===== config.mk =====
export PLATFORM = sky130hd
export DESIGN_NAME = branch_seq
export DESIGN_NICKNAME = d
export VERILOG_FILES = /design/src/rtl/branch_seq_pkg.sv /design/src/rtl/branch_seq_sat_counter.sv /design/src/rtl/branch_seq.sv
export SDC_FILE = /design/constraint.sdc
export NUM_CORES = 1
export LEC_CHECK = 0
export CORE_MARGIN = 2
export CORE_UTILIZATION = 43
export DETAILED_ROUTE_END_ITERATION = 10
export PLACE_DENSITY = 0.76
export SYNTH_ARGS = -nofsm -noshare
export SYNTH_HDL_FRONTEND = slang
export SYNTH_SLANG_ARGS = --single-unit

===== constraint.sdc =====
create_clock -name Clock -period 2 [get_ports Clock]
set_clock_uncertainty 0.2 [all_clocks]
set_input_delay 0.4 -clock Clock [delete_from_list [all_inputs] [get_ports Clock]]
set_output_delay 0.4 -clock Clock [all_outputs]
set_load 0.02 [all_outputs]

===== src/rtl/branch_seq_pkg.sv =====
// Shared CPU control package: branch-sequencer state encodings and statistics counter width.
package branch_seq_pkg;

  localparam int CNT_W_DEF = 16;

  localparam logic [2:0] ST_IDLE = 3'd0;
  localparam logic [2:0] ST_T3   = 3'd1;
  localparam logic [2:0] ST_T4   = 3'd2;
  localparam logic [2:0] ST_T5   = 3'd3;
  localparam logic [2:0] ST_T6   = 3'd4;

endpackage


===== src/rtl/branch_seq_sat_counter.sv =====
// Saturating up-counter: advances on inc, holds at all-ones, async active-low clear.
module sat_counter #(
  parameter int W = 16
) (
  input  logic         Clock,
  input  logic         Clear,
  input  logic         inc,
  output logic [W-1:0] count
);

  always_ff @(posedge Clock or negedge Clear) begin
    if (!Clear) begin
      count <= '0;
    end else if (inc && (count != {W{1'b1}})) begin
      count <= count + 1'b1;
    end
  end

endmodule


===== src/rtl/branch_seq.sv =====
// Conditional-branch control sequencer (T3..T6) with saturating branch statistics.
module branch_seq
  import branch_seq_pkg::*;
#(
  parameter int CNT_W = CNT_W_DEF
) (
  input  logic             Clock,
  input  logic             Clear,
  input  logic             start,
  input  logic             CON,
  output logic             Gra,
  output logic             Rout,
  output logic             CONin,
  output logic             PCout,
  output logic             Yin,
  output logic             Cout,
  output logic             ADD,
  output logic             Zin,
  output logic             Zlowout,
  output logic             PCin,
  output logic             busy,
  output logic             done,
  output logic             taken,
  output logic [2:0]       dbg_state,
  output logic [CNT_W-1:0] br_count,
  output logic [CNT_W-1:0] taken_count
);

  logic [2:0] state_q;
  logic [2:0] state_d;
  logic       finish;

  // start is a single-cycle request accepted only in IDLE; there is no
  // back-pressure and a start seen while busy is dropped, not queued.
  always_comb begin
    state_d = state_q;
    case (state_q)
      ST_IDLE: if (start) state_d = ST_T3;
      ST_T3:   state_d = ST_T4;
      ST_T4:   state_d = ST_T5;
      ST_T5:   state_d = ST_T6;
      ST_T6:   state_d = ST_IDLE;
      default: state_d = ST_IDLE;
    endcase
  end

  always_ff @(posedge Clock or negedge Clear) begin
    if (!Clear) begin
      state_q <= ST_IDLE;
      taken   <= 1'b0;
    end else begin
      state_q <= state_d;
      if (state_q == ST_T3) taken <= CON;
    end
  end

  assign Gra     = (state_q == ST_T3);
  assign Rout    = (state_q == ST_T3);
  assign CONin   = (state_q == ST_T3);
  assign PCout   = (state_q == ST_T4);
  assign Yin     = (state_q == ST_T4);
  assign Cout    = (state_q == ST_T5);
  assign ADD     = (state_q == ST_T5);
  assign Zin     = (state_q == ST_T5);
  assign Zlowout = (state_q == ST_T6);
  // taken is registered, so PCin remains a pure function of registered state.
  assign PCin    = (state_q == ST_T6) && taken;
  assign busy    = (state_q != ST_IDLE);
  assign done    = (state_q == ST_T6);
  assign finish  = (state_q == ST_T6);
  assign dbg_state = state_q;

  sat_counter #(.W(CNT_W)) u_br_cnt (
    .Clock (Clock),
    .Clear (Clear),
    .inc   (finish),
    .count (br_count)
  );

  sat_counter #(.W(CNT_W)) u_taken_cnt (
    .Clock (Clock),
    .Clear (Clear),
    .inc   (finish && taken),
    .count (taken_count)
  );

endmodule

==> After elaboration in Yosys (flattened, before gate mapping) <==
Cells that the tools add are included.
{ "totals": {"register_bits": 36, "out_inout_bits": 48} }
{ "classes": {"addsub": 2, "eq_ne": 7, "mux": 2, "reduce_logical": 5} }
{ "ops": {"columns": ["cell", "count"], "rows": [
  ["$add A16 B1 Y16 const B", 2],
  ["$ne A16 B16 Y1 const B", 2],
  ["$pmux W3 S4", 1],
  ["$eq A3 B2 Y1 const B", 2],
  ["$eq A3 B1 Y1 const B", 1],
  ["$eq A3 B3 Y1 const B", 1],
  ["$logic_and A1 B1 Y1", 3],
  ["$logic_not A3 Y1", 1],
  ["$mux W3", 1],
  ["$reduce_bool A3 Y1", 1],
  ["$ne A2 B2 Y1 const B", 1]
]} }

==> Longest topological paths before layout <==
{ "logic_depth": {"word_depth": 3, "depth_mapped": 8, "depth_no_buf": 7} }

==> Hierarchy <==
A second synthesis with hierarchy kept.
{ "hier_totals": {"cells_unflattened": 172, "area_unflattened_um2": 2008.2} }
{ "by_module_without_submodules": {"columns": ["mod", "n_inst", "cells_per_inst", "area_per_inst_um2", "seq_area_each_um2"], "rows": [
  ["sat_counter at u_br_cnt", 1, 77, 884.6, 400.4],
  ["sat_counter at u_taken_cnt", 1, 72, 859.6, 400.4],
  ["branch_seq", 1, 23, 264.0, 100.1]
]} }

==> Worst setup path before layout <==
Ideal clock, no wire load.
{ "synth_timing": {"path_type": "flip-flop to flip-flop", "startpoint": "register state_q[1] (netlist: dbg_state[1])", "endpoint": "register u_taken_cnt.count[12]", "setup_time_ps": 125, "arrival_time_ps": 1850, "t_required_ps": 1675, "setup_slack_ps": -175, "stages_incl_launch_ff": 9, "path_cell_list": "dfrtp_1 -> or3b_1 -> buf_6 -> inv_6 -> nand2_4 -> clkinv_4 -> nand2_1 -> nor3_1 -> mux2_2"} }
{ "synth_between": {"elab_chain_len": 3} }
{ "synth_lines": {"columns": ["item", "line", "source"], "rows": [
  ["start: declaration", "branch_seq.sv:29", "logic [2:0] state_q;"],
  ["start signal: assignment", "branch_seq.sv:52", "state_q <= state_d;"],
  ["$eq A3 B3 Y1", null, null],
  ["via Zlowout", "branch_seq.sv:19", "output logic Zlowout,"],
  ["$logic_and A1 B1 Y1", "branch_seq.sv:83", ".inc (finish && taken),"],
  ["via PCin", "branch_seq.sv:20", "output logic PCin,"],
  ["$logic_and A1 B1 Y1", "branch_seq_sat_counter.sv:14", "end else if (inc && (count != {W{1'b1}})) begin"],
  ["end signal: assignment", "branch_seq_sat_counter.sv:15", "count <= count + 1'b1;"],
  ["end: declaration", "branch_seq_sat_counter.sv:8", "output logic [W-1:0] count"]
]} }
The timed path passes the listed nets, and every way through them passes these cells.
A chain may end at the register's enable or synchronous reset.

==> Final worst setup path <==
{ "layout_timing": {"startpoint": "register state_q[0] (netlist: dbg_state[0])", "endpoint": "register u_taken_cnt.count[9]"} }
{ "layout_between": {"elab_chain_len": 3} }
{ "layout_lines": {"columns": ["item", "line", "source"], "rows": [
  ["$eq A3 B3 Y1", "branch_seq.sv:70", "assign finish = (state_q == ST_T6);"],
  ["$logic_and A1 B1 Y1", "branch_seq.sv:83", null],
  ["$logic_and A1 B1 Y1", "branch_seq_sat_counter.sv:14", null]
]} }
Every way passes these cells.

==> key figures <==
Clocking
  – Clk_lat worst skew: 300 ps
  – # H-tree levels: 2
  – CTS tree: yes
  – Root Buffer: clkbuf_8
  – Clock slew at reported path FFs: approximately 80 ps
  – CTS buffer count: 5
  – Clk buf depth: 2
  – CTS sink count: 36

Global routing
  – Largest net degree at the start of global routing: 37
  – Aggregate global-route resource usage: approximately a fifth
  – Initial antenna violation count: 0
  – Vias in the first global route: roughly 1.5k
  – Overflow after GRT: 0
  – First-pass GRT wire length: roughly 7500 um

Flow run
  – Max-cap violations: 0

Finish
  – Layout area overhead: 61.85%
  – Proportion of layout cells with a drive suffix above 1: 36.61%
  – Multi-input combinational cell area: roughly 0.0010 mm^2
  – Layout net count: roughly 260
  – Ant. Diodes: 0
  – Fill cells: 281
  – FF/Latch Area: about 900 um^2

Drt
  – Number of vias per cell: 5.289
  – Drt drc: 0
  – Initial DRC count: between 50 and 60
  – Wire per inst: around 15 um
  – Final ANT Viol Nets: 0
  – Via count: ~1.6k
  – Final wirelength: roughly 4600 um
  – Pre-antenna DRT Iters: 4

Die
  – Row Count: 23
  – IO Pins: 52
  – Die area: 0.004786 mm^2
  – Initial core utilization: 45.02%
  – Die outline height: a little under 70 um
  – Core area: between 0.004 and 0.005 mm^2
  – Die width: 69.18 um

Synthesis
  – Yosys top cell by area: dfrtp_1
  – Synth Area per Inst: around 11 um^2
  – Yosys reg bits: 36
  – Mapped cell area: approximately 0.0018 mm^2
  – Synth top area cells: dfrtp_1 (49%), xor2_1 (7.7%), xnor2_1 (4.8%), nand4_1 (4.1%), nor3_1 (3.0%)
  – Ys Warns: 0
  – Post-synthesis cell count: approximately 170
  – Post-synth cell types: 35
  – Synthesized Nets: around 170
  – Sequential area share after synthesis: between 40% and 50%
  – Synth Flop Type: dfrtp_1
  – EDFF count, synth: 0
  – Ys async rst share: 100.0%
  – Post-synth top area share: about half

STA
  – Final period util: 102.5%
  – Rel. slew slack: approximately 65%
  – Final setup fails: 10
  – Final Hold Fails: 0
  – Setup ws final: -49.05 ps
  – Slew Limit Fails: 0
  – RSZ-0062 raised after global routing: yes
  – Max Clock Freq: just under 500 MHz
  – Worst slew pin tran: approximately 530 ps
  – Setup total negative slack: -199.5 ps
  – Tmin final: 2049 ps

Setup path
  – Worst EP arrival: roughly 2000 ps
  – R2R Path Start: dbg_state[0]$_DFFE_PN0P_
  – Crit-path max cell delay: about 420 ps
  – Required @ worst endpoint: between 2000 and 2500 ps
  – Crit Path Class: flip-flop to flip-flop
  – Critical path endpoint category: flip-flop
  – Crit-path slowest cell: or3b_4
  – CP Launch Point: dbg_state[0]$_DFFE_PN0P_
  – Max FO, Critical Path: 6
  – Setup crit start kind: flip-flop
  – Crit path cell chain: or3b_4 > clkinv_4 > nand2_8 > clkinv_8 > buf_8 > nand3_4 > buf_4 > nor4_4 > xor2_1
  – FF-to-FF path depth: 9

Placed design
  – Pre-CTS WS: -273.6 ps
  – Gpl congestion: 0.8458
  – Post-DP HPWL: roughly 3100 um
  – PortBufs: 51

Power
  – Sequential Power Share: about a third
  – Switch Pwr: 0.0009441 W
  – Comb pwr share: 41.9%
  – Sw frac: between 30% and 40%
  – Peak VDD IR: 1002 uV
  – Clock power frac: between 20% and 30%
  – Internal power: approximately 0.0017 W
  – PwrDens: about 900 mW/mm^2
  – Leakage: 1.606 nW
  – Overall Power: 0.002687 W

Run status
  – Outcome: complete, but fails checks
  – Failing checks: negative setup slack

Worst hold path
  – HP Class: primary input to async pin
==> routing by layer <==
layer / vias to the layer above / track usage, % / share of wire (%)
met1: 788 / 23.63 / 41
li1: 770 / - / -
met2: 43 / 34.29 / 54
met4: 0 / 7.190 / 1.6
met5: - / 0 / 0
met3: 7 / 4.942 / 3.6
==> flip-flops by register name, indices dropped and copies added (netlist names) <==
name               flops
u_br_cnt.count        16
u_taken_cnt.count     16
dbg_state              3
taken                  1
==> metrics by stage <==
stage	cells	hold WS, ps	cell area, um^2	util [%]
after floorplan	166	-95.59	1871	-
after global placement	290	280.1	2631	64.85
after detailed placement	290	294.7	2631	64.85
after CTS	301	279.9	2818	69.44
after global routing	304	296.2	2957	72.86
final	304	273.2	2957	72.86
==> worst paths after layout <==
kind	endpoint	slack [ps]
worst max-delay path	u_taken_cnt.count[9]$_DFFE_PN0P_	-50
worst min-delay path	u_taken_cnt.count[11]$_DFFE_PN0P_	270
worst max register to register	u_taken_cnt.count[9]$_DFFE_PN0P_	-50
worst min register to register	u_br_cnt.count[3]$_DFFE_PN0P_	320
max in group asynchronous	dbg_state[2]$_DFFE_PN0P_	1130
min in group Clock	u_br_cnt.count[3]$_DFFE_PN0P_	320
==> worst max-delay path: cells and delay by family (launching register included) <==
family / cells / cell delay [ps]
xor gates and xnor gates: 1 / 180
buffers and inverters: 4 / 430
DFF: 1 / 400
and+or+nand+nor: 4 / 760
==> cells in the mapped netlist, types with 2 or more instances <==
master	n
a21oi_1	4
a31oi_1	2
and3_1	3
and3b_1	2
and4_1	2
buf_4	6
dfrtp_1	36
ha_1	2
mux2_2	4
nand2_1	9
nand3_1	9
nand4_1	12
nor2_1	9
nor3_1	11
nor3b_1	2
nor4_1	6
nor4b_2	2
o21ai_0	2
or3_1	3
xnor2_1	10
xor2_1	16
==> cell families (layout without fill, tap and decap cells) <==
| family | Yosys count | after routing | synth area share, % |
|---|---|---|---|
| XOR/XNOR | 26 | 26 | 12.47 |
| multiplexers | 4 | 4 | 2.466 |
| buffers and inverters | 11 | 99 | 4.520 |
| AO/OA/AOI/OAI | 8 | 8 | 2.329 |
| flip-flops | 36 | 36 | 49.31 |
| adder cells (fa/ha/maj) | 2 | 2 | 1.370 |
| AND/OR/NAND/NOR | 79 | 79 | 27.53 |
==> power groups by stage <==
| stage | registers, W | clock network (W) | logic, W |
|---|---|---|---|
| after global routing | 0.000931 | 0.000694 | 0.00121 |
| after floorplan | 0.00110 | 0 | 0.000452 |
| after detailed placement | 0.000921 | 0 | 0.00117 |
| final | 0.000920 | 0.000642 | 0.00113 |
| after global placement | 0.000916 | 0 | 0.00115 |
| after CTS | 0.000913 | 0.000656 | 0.00112 |
==> layout make-up <==
class                   count  area share [%]
well taps                  50           2.116
flip-flops and latches     36           30.60
inverters                   2          0.8464
repair buffers             89           28.18
clock inverters             3           1.439
multi-input cells         119           34.49
clock buffers               5           2.328
==> cells in the final DEF, fill, tap and decap left out, types with 2 or more instances in the layout <==
| master | instances |
|---|---|
| dlygate4sd2_1 | 8 |
| a21oi_1 | 4 |
| nor4_4 | 4 |
| mux2_2 | 3 |
| nor4b_4 | 3 |
| dfrtp_1 | 33 |
| ha_1 | 2 |
| buf_8 | 2 |
| and3b_1 | 2 |
| xnor2_1 | 9 |
| clkbuf_8 | 5 |
| nor3_4 | 2 |
| buf_4 | 31 |
| xor2_1 | 16 |
| dfrtp_2 | 3 |
| dlymetal6s2s_1 | 16 |
| nand4_1 | 12 |
| nor2_2 | 2 |
| nor4_2 | 2 |
| buf_6 | 8 |
| nor2_1 | 7 |
| buf_2 | 8 |
| a31oi_1 | 2 |
| and3_1 | 3 |
| nor3_1 | 7 |
| o21ai_2 | 2 |
| and4_1 | 2 |
| nand3_1 | 9 |
| clkdlybuf4s50_1 | 15 |
| nor3_2 | 2 |
| nand2_1 | 8 |
| or3_1 | 2 |
==> timing repair <==
action                                  4_1_cts  5_1_grt
endpoints found under the setup margin       37       47
buffers inserted                              3        3
resized for setup                            75       42
hold endpoints to repair                      0        0
pin swaps                                     9       12
hold buffers                                  0        0
Power figures use the tool's default switching activity.
==> RTL edit, RTL diff (same settings) <==
`CNT_W_DEF`: 16 -> 18.
--- a/src/rtl/branch_seq_pkg.sv
+++ b/src/rtl/branch_seq_pkg.sv
@@ -3,3 +3,3 @@
 
-  localparam int CNT_W_DEF = 16;
+  localparam int CNT_W_DEF = 18;
 
Ports: changed (resized br_count and taken_count); port bits go from 52 to 56. The function was not compared with the original's and may differ.
==> RTL edit against the original RTL <==
  * The run still ends with negative setup slack left
  * Core utilization fell by 1.8 points
  * Synthesized cell count rose by 4.2%
  * First-iteration DRC count fell by 20%
  * Maximum frequency rose by 0.21%
  * Cell area rose by 3.9%
  * Sequential cell count rose by 4
  * Routed wire length fell by 7.0%
  * Synthesized area rose by 5.5%
  * Power rose by 12%
  * Setup slack improved by 0.0042 ns
  * Worst hold slack improved by 0.034 ns
==> RTL edit: results (changes against the original RTL) <==
path_max_fanout: 4  # was 6
violations: "negative setup slack"  # unchanged
gp_congestion: 0.784  # was 0.846
powerDensity_mw_per_mm2: 982  # was 909 mW/mm^2
ir_worst_vdd_mv: 0.908  # was 1.00 mV
crit_slowest_cell: "dfrtp_2"  # was or3b_4
max_stage_delay_ns: 0.41
grt_use_total_pct: 17.0  # was 19.8%
synth_common_cells: "40 x dfrtp_1, 17 x xnor2_1, 15 x xor2_1"  # was 36 x dfrtp_1, 16 x xor2_1, 12 x nand4_1
dpl.cell_count: 305  # was 290
synth_nets: 179  # was 172
drt_wl_total_mm: 4.30  # was 4.63 mm
nFillCells: 347  # was 281
hold_path_startpoint: "u_br_cnt.count[10]$_DFFE_PN0P_"
grt_pass1_wl_mm: 6.85  # was 7.46 mm
nets: 273  # was 259
dpl_cell_area_sq_mm: 0.00281  # was 0.00263 sq mm
path_clk_slew_ns: 0.08  # about the same
leakagePower_nw: 1.65  # was 1.61 nW
grt_pass1_vias: 1500  # was 1,522
synthTopCellsByArea: "dfrtp_1 52%, xnor2_1 7.7%, xor2_1 6.8%, nand3_1 3.6%, buf_4 2.3%"  # was dfrtp_1 49%, xor2_1 7.7%, xnor2_1 4.8%, nand4_1 4.1%, nor3_1 3.0%
clkLatencyLatePin_ns: 0.28  # was 0.30 ns
hp-class: "register to register"  # was input port to asynchronous set/reset pin
ys_types: 34  # was 35
grt_max_degree: 22  # was 37
critPathLaunch: "dbg_state[1]$_DFFE_PN0P_"  # was dbg_state[0]$_DFFE_PN0P_
dp_hpwl_mm: 3.18  # was 3.06 mm
status: "finished, violations left"  # unchanged
drt_iter0_markers: 41  # was 51
fin_cells: 320  # was 304
finalWorstSetupSlack_ns: -0.0448  # was -0.0491 ns
syn_avg_cell_area_sq_um: 11.1  # was 11.0 sq um
yosysSeqAreaShare_pct: 51.9  # was 49.3%
vias_per_cell: 5.02  # was 5.29
io_buffer_count: 55  # was 51
setup-violations-final: 7  # was 10
slew-limit-headroom_pct: 68.3  # was 64.7%
drive_gt1_share_pct: 34.7  # was 36.6%
## RTL edit: cell count changes after synthesis, moves of 3 or more
cell     unedited run  this run
nand4_1            12         4
nor4_1              6         3
xnor2_1            10        17
nor3_1             11         5
or3_1               3         0
and4_1              2         5
nand3_1             9        14
dfrtp_1            36        40
## RTL edit: logic make-up (layout without fill, tap and decap cells)
family                   count (synthesis)  after routing  synth area share, %
flip-flops                              40             40                 51.9
adder cells (fa/ha/maj)                  2              2                 1.30
buffers and inverters                   11            106                 3.51
AO/OA/AOI/OAI                            8              8                 2.47
multiplexers                             4              4                 2.34
AND/OR/NAND/NOR                         76             76                 23.9
XOR/XNOR                                32             32                 14.5
## RTL edit: cell type report
class	instances	area (sq um)	share of cell area, %
Sequential cell	40	1010	32.8
Multi-Input combinational cell	122	962	31.3
Timing Repair Buffer	95	863	28.1
Clock inverter	3	90.1	2.93
Clock buffer	5	68.8	2.24
Tap cell	52	65.1	2.12
Inverter	3	16.3	0.529
## RTL edit: path summary, 6_finish.rpt
kind,end,depth (start not counted)
max,u_taken_cnt.count[14]$_DFFE_PN0P_,9
min,u_br_cnt.count[10]$_DFFE_PN0P_,1
max reg2reg,u_taken_cnt.count[14]$_DFFE_PN0P_,9
min reg2reg,u_br_cnt.count[10]$_DFFE_PN0P_,1
max in group asynchronous,dbg_state[2]$_DFFE_PN0P_,3
min in group asynchronous,u_br_cnt.count[15]$_DFFE_PN0P_,2
## RTL edit: metal layers
metal	vias to the layer above	global-route usage [%]	share of wire (%)
met2	45	26.6	50
met4	0	4.40	0.79
li1	784	-	-
met5	-	0	0
met1	773	24.1	45
met3	4	3.70	4.9
## RTL edit: where the power goes
group | switching (mW) | leakage, nW | internal (mW)
Combinational | 0.549 | 1.03 | 0.557
Clock | 0.278 | 0.0784 | 0.624
Sequential | 0.0959 | 0.537 | 0.914
## RTL edit: what timing repair did
| item | CTS | global route |
|---|---|---|
| buffers inserted | 2 | 4 |
| resized for setup | 31 | 28 |
| endpoints found under the setup margin | 15 | 45 |
| pin swaps | 2 | 8 |
| endpoints found under the hold margin | 19 | 0 |
| hold buffers | 1 | 0 |
## RTL edit: stage by stage
stage | setup WS (ns) | setup TNS (ns) | hold slack (ns) | utilization, %
floorplan | -0.182 | -1.28 | -0.0956 | -
global placement | -0.0587 | -0.109 | 0.184 | 65.1
detailed placement | -0.0515 | -0.190 | 0.187 | 65.1
CTS | -0.0748 | -0.127 | 0.314 | 68.7
global route | -0.123 | -1.01 | 0.338 | 71.1
finish | -0.0448 | -0.208 | 0.307 | 71.1
